[config.mk]
export PLATFORM = sky130hd
export DESIGN_NAME = serial_adder_ctrl
export DESIGN_NICKNAME = d
export VERILOG_FILES = /design/src/rtl/serial_adder_ctrl.sv
export SDC_FILE = /design/constraint.sdc
export NUM_CORES = 1
export LEC_CHECK = 0
export ABC_AREA = 1
export ABC_CLOCK_PERIOD_IN_PS = 2300
export CORE_MARGIN = 2
export CORE_UTILIZATION = 56
export CTS_BUF_LIST = sky130_fd_sc_hd__clkbuf_8
export DETAILED_ROUTE_END_ITERATION = 16
export PLACE_DENSITY_LB_ADDON = 0.3
export SYNTH_ARGS = -nofsm -noshare
export SYNTH_HDL_FRONTEND = slang
export SYNTH_SLANG_ARGS = --single-unit
[constraint.sdc]
create_clock -name clk -period 2.3 [get_ports clk]
set_input_delay 0.23 -clock clk [delete_from_list [all_inputs] [get_ports clk]]
set_output_delay 0.23 -clock clk [all_outputs]
set_load 0.01 [all_outputs]
[src/rtl/serial_adder_ctrl.sv]
// -----------------------------------------------------------------------------
// serial_adder_ctrl
//   Bit-serial WIDTH-bit adder built around one full-adder cell (obfa) that is
//   evaluated once per clock. A start strobe captures a, b and cin. The sum is
//   then formed LSB-first over WIDTH cycles with a registered carry. done
//   pulses for one cycle when sum and cout are ready.
//
//   Optional feature macro: SERIAL_ADD_OVF_EN
//     defined   -> adds the ovf output (two's-complement signed overflow)
//     undefined -> no ovf port and no ovf register
// -----------------------------------------------------------------------------
module serial_adder_ctrl #(
   parameter int WIDTH = 8
) (
   input  logic             clk,
   input  logic             rst_n,
   input  logic             start,
   input  logic [WIDTH-1:0] a,
   input  logic [WIDTH-1:0] b,
   input  logic             cin,
   output logic             busy,
   output logic             done,
   output logic [WIDTH-1:0] sum,
   output logic             cout
`ifdef SERIAL_ADD_OVF_EN
   ,
   output logic             ovf
`endif
);

   localparam int                CNT_W = $clog2(WIDTH + 1);
   localparam logic [CNT_W-1:0]  LAST  = CNT_W'(WIDTH - 1);

   typedef enum logic [1:0] {
      IDLE = 2'd0,
      RUN  = 2'd1,
      DONE = 2'd2
   } state_t;

   state_t           state, state_nxt;

   logic [WIDTH-1:0] a_sr;
   logic [WIDTH-1:0] b_sr;
   logic             carry;
   logic [CNT_W-1:0] cnt;

   logic             accept;
   logic             last_bit;
   logic             fa_s;
   logic             fa_c;
   logic [WIDTH-1:0] sum_shifted;

   // One-bit full adder; returns {carry_out, sum_bit}.
   function automatic logic [1:0] obfa(input logic x, input logic y, input logic ci);
      logic s;
      logic co;
      s  = x ^ y ^ ci;
      co = (x & y) | (x & ci) | (y & ci);
      return {co, s};
   endfunction

   assign {fa_c, fa_s} = obfa(a_sr[0], b_sr[0], carry);
   assign last_bit     = (cnt == LAST);

   // The new sum bit enters at the MSB so that after WIDTH shifts the LSB
   // computed first has reached bit 0.
   generate
      if (WIDTH == 1) begin : g_sum_w1
         assign sum_shifted = fa_s;
      end else begin : g_sum_wn
         assign sum_shifted = {fa_s, sum[WIDTH-1:1]};
      end
   endgenerate

   // State register.
   always_ff @(posedge clk or negedge rst_n) begin
      if (!rst_n) begin
         state <= IDLE;
      end else begin
         state <= state_nxt;
      end
   end

   // Next-state logic and status outputs. A start in DONE is taken at once,
   // so back-to-back operations have no idle gap.
   always_comb begin
      state_nxt = state;
      accept    = 1'b0;
      busy      = 1'b0;
      done      = 1'b0;
      unique case (state)
         IDLE: begin
            if (start) begin
               accept    = 1'b1;
               state_nxt = RUN;
            end
         end
         RUN: begin
            busy = 1'b1;
            if (last_bit) begin
               state_nxt = DONE;
            end
         end
         DONE: begin
            done = 1'b1;
            if (start) begin
               accept    = 1'b1;
               state_nxt = RUN;
            end else begin
               state_nxt = IDLE;
            end
         end
         default: begin
            state_nxt = IDLE;
         end
      endcase
   end

   // Operand capture on accept, then one bit per cycle while running.
   // sum and cout are never touched outside RUN, so they hold after done.
   always_ff @(posedge clk or negedge rst_n) begin
      if (!rst_n) begin
         a_sr  <= '0;
         b_sr  <= '0;
         carry <= 1'b0;
         cnt   <= '0;
         sum   <= '0;
         cout  <= 1'b0;
      end else if (accept) begin
         a_sr  <= a;
         b_sr  <= b;
         carry <= cin;
         cnt   <= '0;
      end else if (state == RUN) begin
         a_sr  <= a_sr >> 1;
         b_sr  <= b_sr >> 1;
         carry <= fa_c;
         sum   <= sum_shifted;
         cnt   <= cnt + CNT_W'(1);
         if (last_bit) begin
            cout <= fa_c;
         end
      end
   end

`ifdef SERIAL_ADD_OVF_EN
   // Signed overflow: on the last bit, carry still holds the carry into the
   // MSB and fa_c is the carry out of it.
   always_ff @(posedge clk or negedge rst_n) begin
      if (!rst_n) begin
         ovf <= 1'b0;
      end else if (accept) begin
         ovf <= 1'b0;
      end else if (state == RUN && last_bit) begin
         ovf <= carry ^ fa_c;
      end
   end
`endif

endmodule

==> impl_metrics.tcl, run 1 <==
set metrics [dict create \
    status "finished, final reports clean" \
    cts_max_level 2 \
    die-area_sq_um 3111 \
    startpoint_type "flip-flop" \
    drcViolationCount 0 \
    routed_wl_um 3036 \
    synth-seq-cells 32 \
    fin_crit_sh_pct 78.62 \
    layout_common_cells "94 x nand2_1, 32 x dfrtp_1, 30 x inv_1, 30 x clkdlybuf4s50_1, 12 x nand3_1" \
    r2r_setup_slack_ps 760 \
    synth_cell_type_count 17 \
    vias 1311 \
    finalCriticalPeriod_ps 1808 \
    syn_area_sq_um 1501 \
    postCtsHoldBufs 0 \
    worstPathArrival_ps 1580 \
    fill_cells 187 \
    yosysSeqAreaShare_pct 53.33 \
    slew_viol_final 0 \
    layout_commonest_cell "nand2_1" \
    syn-instance-count 197 \
    via_per_inst 4.985 \
    num-nets-final 254 \
    grt_pass1_vias 1325 \
    ios 31 \
    avgSynthCellArea_sq_um 7.622 \
    clkSinkCount 32 \
    crit_required_ps 2070 \
    ant_nets 0 \
    core_sq_um 2500 \
    worst_pin_slew_ps 680.8 \
    drive_gt1_share_pct 7.296 \
    hold_class "primary input to async pin" \
    hold_ws_ps 330.4 \
    drtPass1Iterations 4 \
    maxCapViolCount 0 \
    placementRows 18 \
    grt_start_max_net_pins 33 \
    fp.dieW_um 55.78 \
    drtIter0Drc 53 \
    r2r-end "a_sr[6]" \
    synth_nets 219 \
    cts_resized 0 \
    vdd_drop_max_mv 1.168 \
    p_leak_uw 0.001059 \
    root_buffer "clkbuf_8" \
    worstSetupEndpointType "output pin" \
    diodes 0 \
    start_util_pct 60.06 \
    reg2reg_from "state[0]" \
    grt_pass1_wl_um 5395 \
    dpl.hpwl_um 2093 \
    fin_setup_tns_ps 0 \
    ys_warn_count 0 \
    overflow 0 \
    rsz0062_at_grt "false" \
    antenna_found_initial 0 \
    clock-skew-final_ps 5.065 \
    power.density_nw_per_um2 1273 \
    die_h_um 55.78 \
    wl_per_cell_um 11.54 \
    finalSetupViolCount 0 \
    cts_tree "done" \
    cts.path.max_buffers 2 \
    clk_pin_slew_worst_paths_ps 60 \
    fmax_ghz 0.5530 \
    port-buffer-count 30 \
    maxSlewHeadroom_pct 54.56 \
    critPathMaxFanout 6 \
    grt_usage_pct 22.37 \
    cts_setup_buffers 0 \
    worst_r2r_path_depth 6 \
    areaGrowthSynthToFinish_pct 28.17 \
    hold_violations 0 \
    worstSkewPairLatency_ps 290 \
    critPathKind "flip-flop to output pin" \
    globalplace.congestion 0.7416 \
    cts_buffers 5 \
]
## registers in the layout, summed over array words and instances, names as in the netlist
name	count
sum	8
cnt	4
state	2
a_sr	8
carry	1
b_sr	8
cout	1
## worst max path at each step
stage | cells after the start | endpoint | start
finish | 3 | busy | state[0]
global route | 3 | busy | state[0]
CTS | 3 | busy | state[0]
detailed placement | 6 | b_sr[1] | start
global placement | 6 | b_sr[6] | start
floorplan | 5 | b_sr[2] | state[0]
## cell usage after synthesis (all sizes together)
master  number  area [sq um]
o21ai       10         50.05
a21oi        1         5.000
dfrtp       32         800.8
inv         30         112.6
nand3       12         60.06
nand4        1         6.260
nand2       96         365.3
buf          5         31.28
or2          1         6.260
ha           1         12.51
fa           1         20.02
clkbuf       1         3.750
nor2         6         27.52
## layer usage
layer  wire length [um]  GRT usage (%)  up-vias
met5                  0              0        -
met3                166          8.140        8
li1                   -              -      656
met4                 49          11.50        0
met1               1327          25.85      617
met2               1492          36.39       30
## metrics by stage
stage                     std cells  area (sq um)  setup slack (ps)  total power (uW)  util (%)
after floorplan                 197          1501              1189              1645         -
after global placement          255          1834             550.7              1972     73.37
after detailed placement        255          1834             563.3              2023     73.37
after CTS                       263          1924             483.0              2469     76.98
after global routing            263          1924             409.5              2666     76.98
final                           263          1924             491.7              2449     76.98
## report_power, final
| part | leakage [uW] | internal [uW] | switching (uW) | total [uW] |
|---|---|---|---|---|
| sequential | 0.000404 | 814 | 155 | 969 |
| combinational | 0.000601 | 451 | 593 | 1040 |
| clock | 0.0000538 | 235 | 202 | 437 |
## layout make-up
type / count / area [sq um] / share of cell area [%]
Clock buffer: 6 / 82.58 / 4.291
Clock inverter: 2 / 7.507 / 0.3901
Tap cell: 30 / 37.54 / 1.951
Sequential cell: 32 / 800.8 / 41.61
Inverter: 30 / 112.6 / 5.852
Multi-Input combinational cell: 129 / 553.0 / 28.74
Timing Repair Buffer: 34 / 330.3 / 17.17
## cell families after synthesis
kind of cell               Yosys count  share of synthesized area, %
and+or+nand+nor                    116                         31.00
buffers and inverters               36                         9.833
DFF                                 32                         53.33
AOI/OAI and AO/OA                   11                         3.666
adders and majority gates            2                         2.167
## worst max-delay path, stage by stage (launching register included)
cell and delay (ps):
dfrtp_1 410, inv_2 70, nor2_2 220, clkdlybuf4s50_1 590
(Power assumes the default switching activity.)
==> inputs of run 2 (changes only) <==
--- a/config.mk
+++ b/config.mk
@@ -6,9 +6,9 @@
 export NUM_CORES = 1
 export LEC_CHECK = 0
 export ABC_AREA = 1
-export ABC_CLOCK_PERIOD_IN_PS = 2300
+export ABC_CLOCK_PERIOD_IN_PS = 1660
 export CORE_MARGIN = 2
-export CORE_UTILIZATION = 56
+export CORE_UTILIZATION = 47
 export CTS_BUF_LIST = sky130_fd_sc_hd__clkbuf_8
 export DETAILED_ROUTE_END_ITERATION = 16
 export PLACE_DENSITY_LB_ADDON = 0.3
==> constraint.sdc (replaced) <==
create_clock -name clk -period 1.66 [get_ports clk]
set_input_delay 0.166 -clock clk [delete_from_list [all_inputs] [get_ports clk]]
set_output_delay 0.166 -clock clk [all_outputs]
set_load 0.01 [all_outputs]
==> impl_metrics.tcl, run 2 (synthesized netlist as in run 1, its figures left out) <==
set metrics [dict create \
    layout_common_cells "94 x nand2_1, 32 x dfrtp_1, 30 x inv_1, 29 x clkdlybuf4s50_1, 12 x nand3_1" \
    globalplace.congestion 0.7864 \
    fmax_ghz 0.6499 \
    critPathMaxFanout 3 \
    grt_pass1_wl_um 5023 \
    antenna_found_initial 0 \
    grt_start_max_net_pins 33 \
    hold_class "primary input to async pin" \
    ant_nets 0 \
    clk_pin_slew_worst_paths_ps 70 \
    maxSlewHeadroom_pct 74.00 \
    wl_per_cell_um 10.32 \
    maxCapViolCount 0 \
    clock-skew-final_ps 8.222 \
    power.density_nw_per_um2 1732 \
    diodes 0 \
    grt_pass1_vias 1156 \
    reg_top3 "a_sr x8, b_sr x8, sum x8" \
    slowest_stage "clkdlybuf4s50_1" \
    drcViolationCount 0 \
    fin_cells 281 \
    cts_max_level 2 \
    worstPathArrival_ps 1370 \
    drtIter0Drc 27 \
    overflow 0 \
    grt_usage_pct 19.29 \
    cp_cell_sequence "nor2_1 > clkdlybuf4s50_1" \
    drtPass1Iterations 4 \
    hold_violations 0 \
    worst_r2r_path_depth 6 \
    cts_tree "done" \
    cp_num_buf_inv 1 \
    dpl.hpwl_um 1998 \
    crit_required_ps 1490 \
    placementRows 20 \
    worst_slack_ps 121.3 \
    root_buffer "clkbuf_8" \
    dp_cells 272 \
    drive_gt1_share_pct 8.861 \
    fin_setup_tns_ps 0 \
    reg2reg_from "state[0]" \
    num-nets-final 258 \
    cp_top_family "buffers and inverters" \
    r2r_setup_slack_ps 440 \
    clkSinkCount 32 \
    status "finished, final reports clean" \
    fin_crit_sh_pct 92.69 \
    worstSkewPairLatency_ps 290 \
    port-buffer-count 30 \
    die_h_um 60.52 \
    die-area_sq_um 3663 \
    routed_wl_um 2899 \
    vdd_drop_max_mv 0.8044 \
    rsz0062_at_grt "false" \
    finalSetupViolCount 0 \
    areaGrowthSynthToFinish_pct 31.50 \
    layout_commonest_cell "nand2_1" \
    vias 1267 \
    ios 31 \
    worstSetupEndpointType "output pin" \
    worst_pin_slew_ps 390.0 \
    cts_buffers 5 \
    cts.path.max_buffers 2 \
    slowest_delay_ps 550 \
    p_leak_uw 0.001084 \
    fp.dieW_um 60.52 \
    finalCriticalPeriod_ps 1539 \
    critPathKind "flip-flop to output pin" \
    via_per_inst 4.509 \
    core_sq_um 3053 \
    r2r-end "b_sr[2]" \
    startpoint_type "flip-flop" \
    pre_cts_ws_ps 271.2 \
    slew_viol_final 0 \
    start_util_pct 49.18 \
]
## run 2: timing repair
action / CTS / global route
gates resized for setup: 0 / 1
gates cloned: 0 / 0
hold buffers: 0 / 0
endpoints found under the setup margin: 1 / 1
setup buffers: 1 / 0
## run 2: power breakdown
part / internal [uW] / switching [uW] / leakage, uW
registers: 1130 / 211 / 0.000404
logic: 667 / 821 / 0.000626
clock network: 325 / 267 / 0.0000538
## run 2: worst max-delay path by stage
stage / start / end / slack [ps] / depth (start not counted)
after floorplan: state[0] / b_sr[2] / 550 / 5
after global placement: start / b_sr[6] / 300 / 6
after detailed placement: start / b_sr[2] / 270 / 6
after CTS: state[0] / busy / 20 / 3
after global routing: state[0] / done / 80 / 2
final: state[0] / done / 120 / 2
## run 2: layout make-up
type	instances	area (sq um)
fill	266	1079
sequential	32	800.8
multi-input combinational	129	553.0
timing repair buffer	38	362.8
inverter	30	112.6
clock buffer	6	82.58
tap	44	55.05
clock inverter	2	7.507
## run 2: per-layer routing
metal  up-vias  share of wire [%]  routed length, um  track usage (%)
met5         -                  0                  0                0
met3         6                5.9                172            7.676
met4         0                1.8                 53            7.453
met1       570                 48               1395            25.41
met2        27                 44               1279            28.88
li1        664                  -                  -                -
## run 2: worst reg2reg max path, cell delays in order (launching register included)
cell and delay, ps:
dfrtp_1 410, buf_4 150, nand2_1 90, nand2_2 80
inv_2 240, nand2_1 110, nand2_1 80
## run 2: per-stage QoR
stage	hold slack, ps	area [sq um]	utilization, %	power [uW]
after global placement	461.2	1874	61.39	2797
after global routing	309.1	1974	64.67	3745
after CTS	284.7	1972	64.59	3464
final	275.0	1974	64.67	3419
after floorplan	-129.6	1501	-	2279
after detailed placement	466.6	1874	61.39	2838
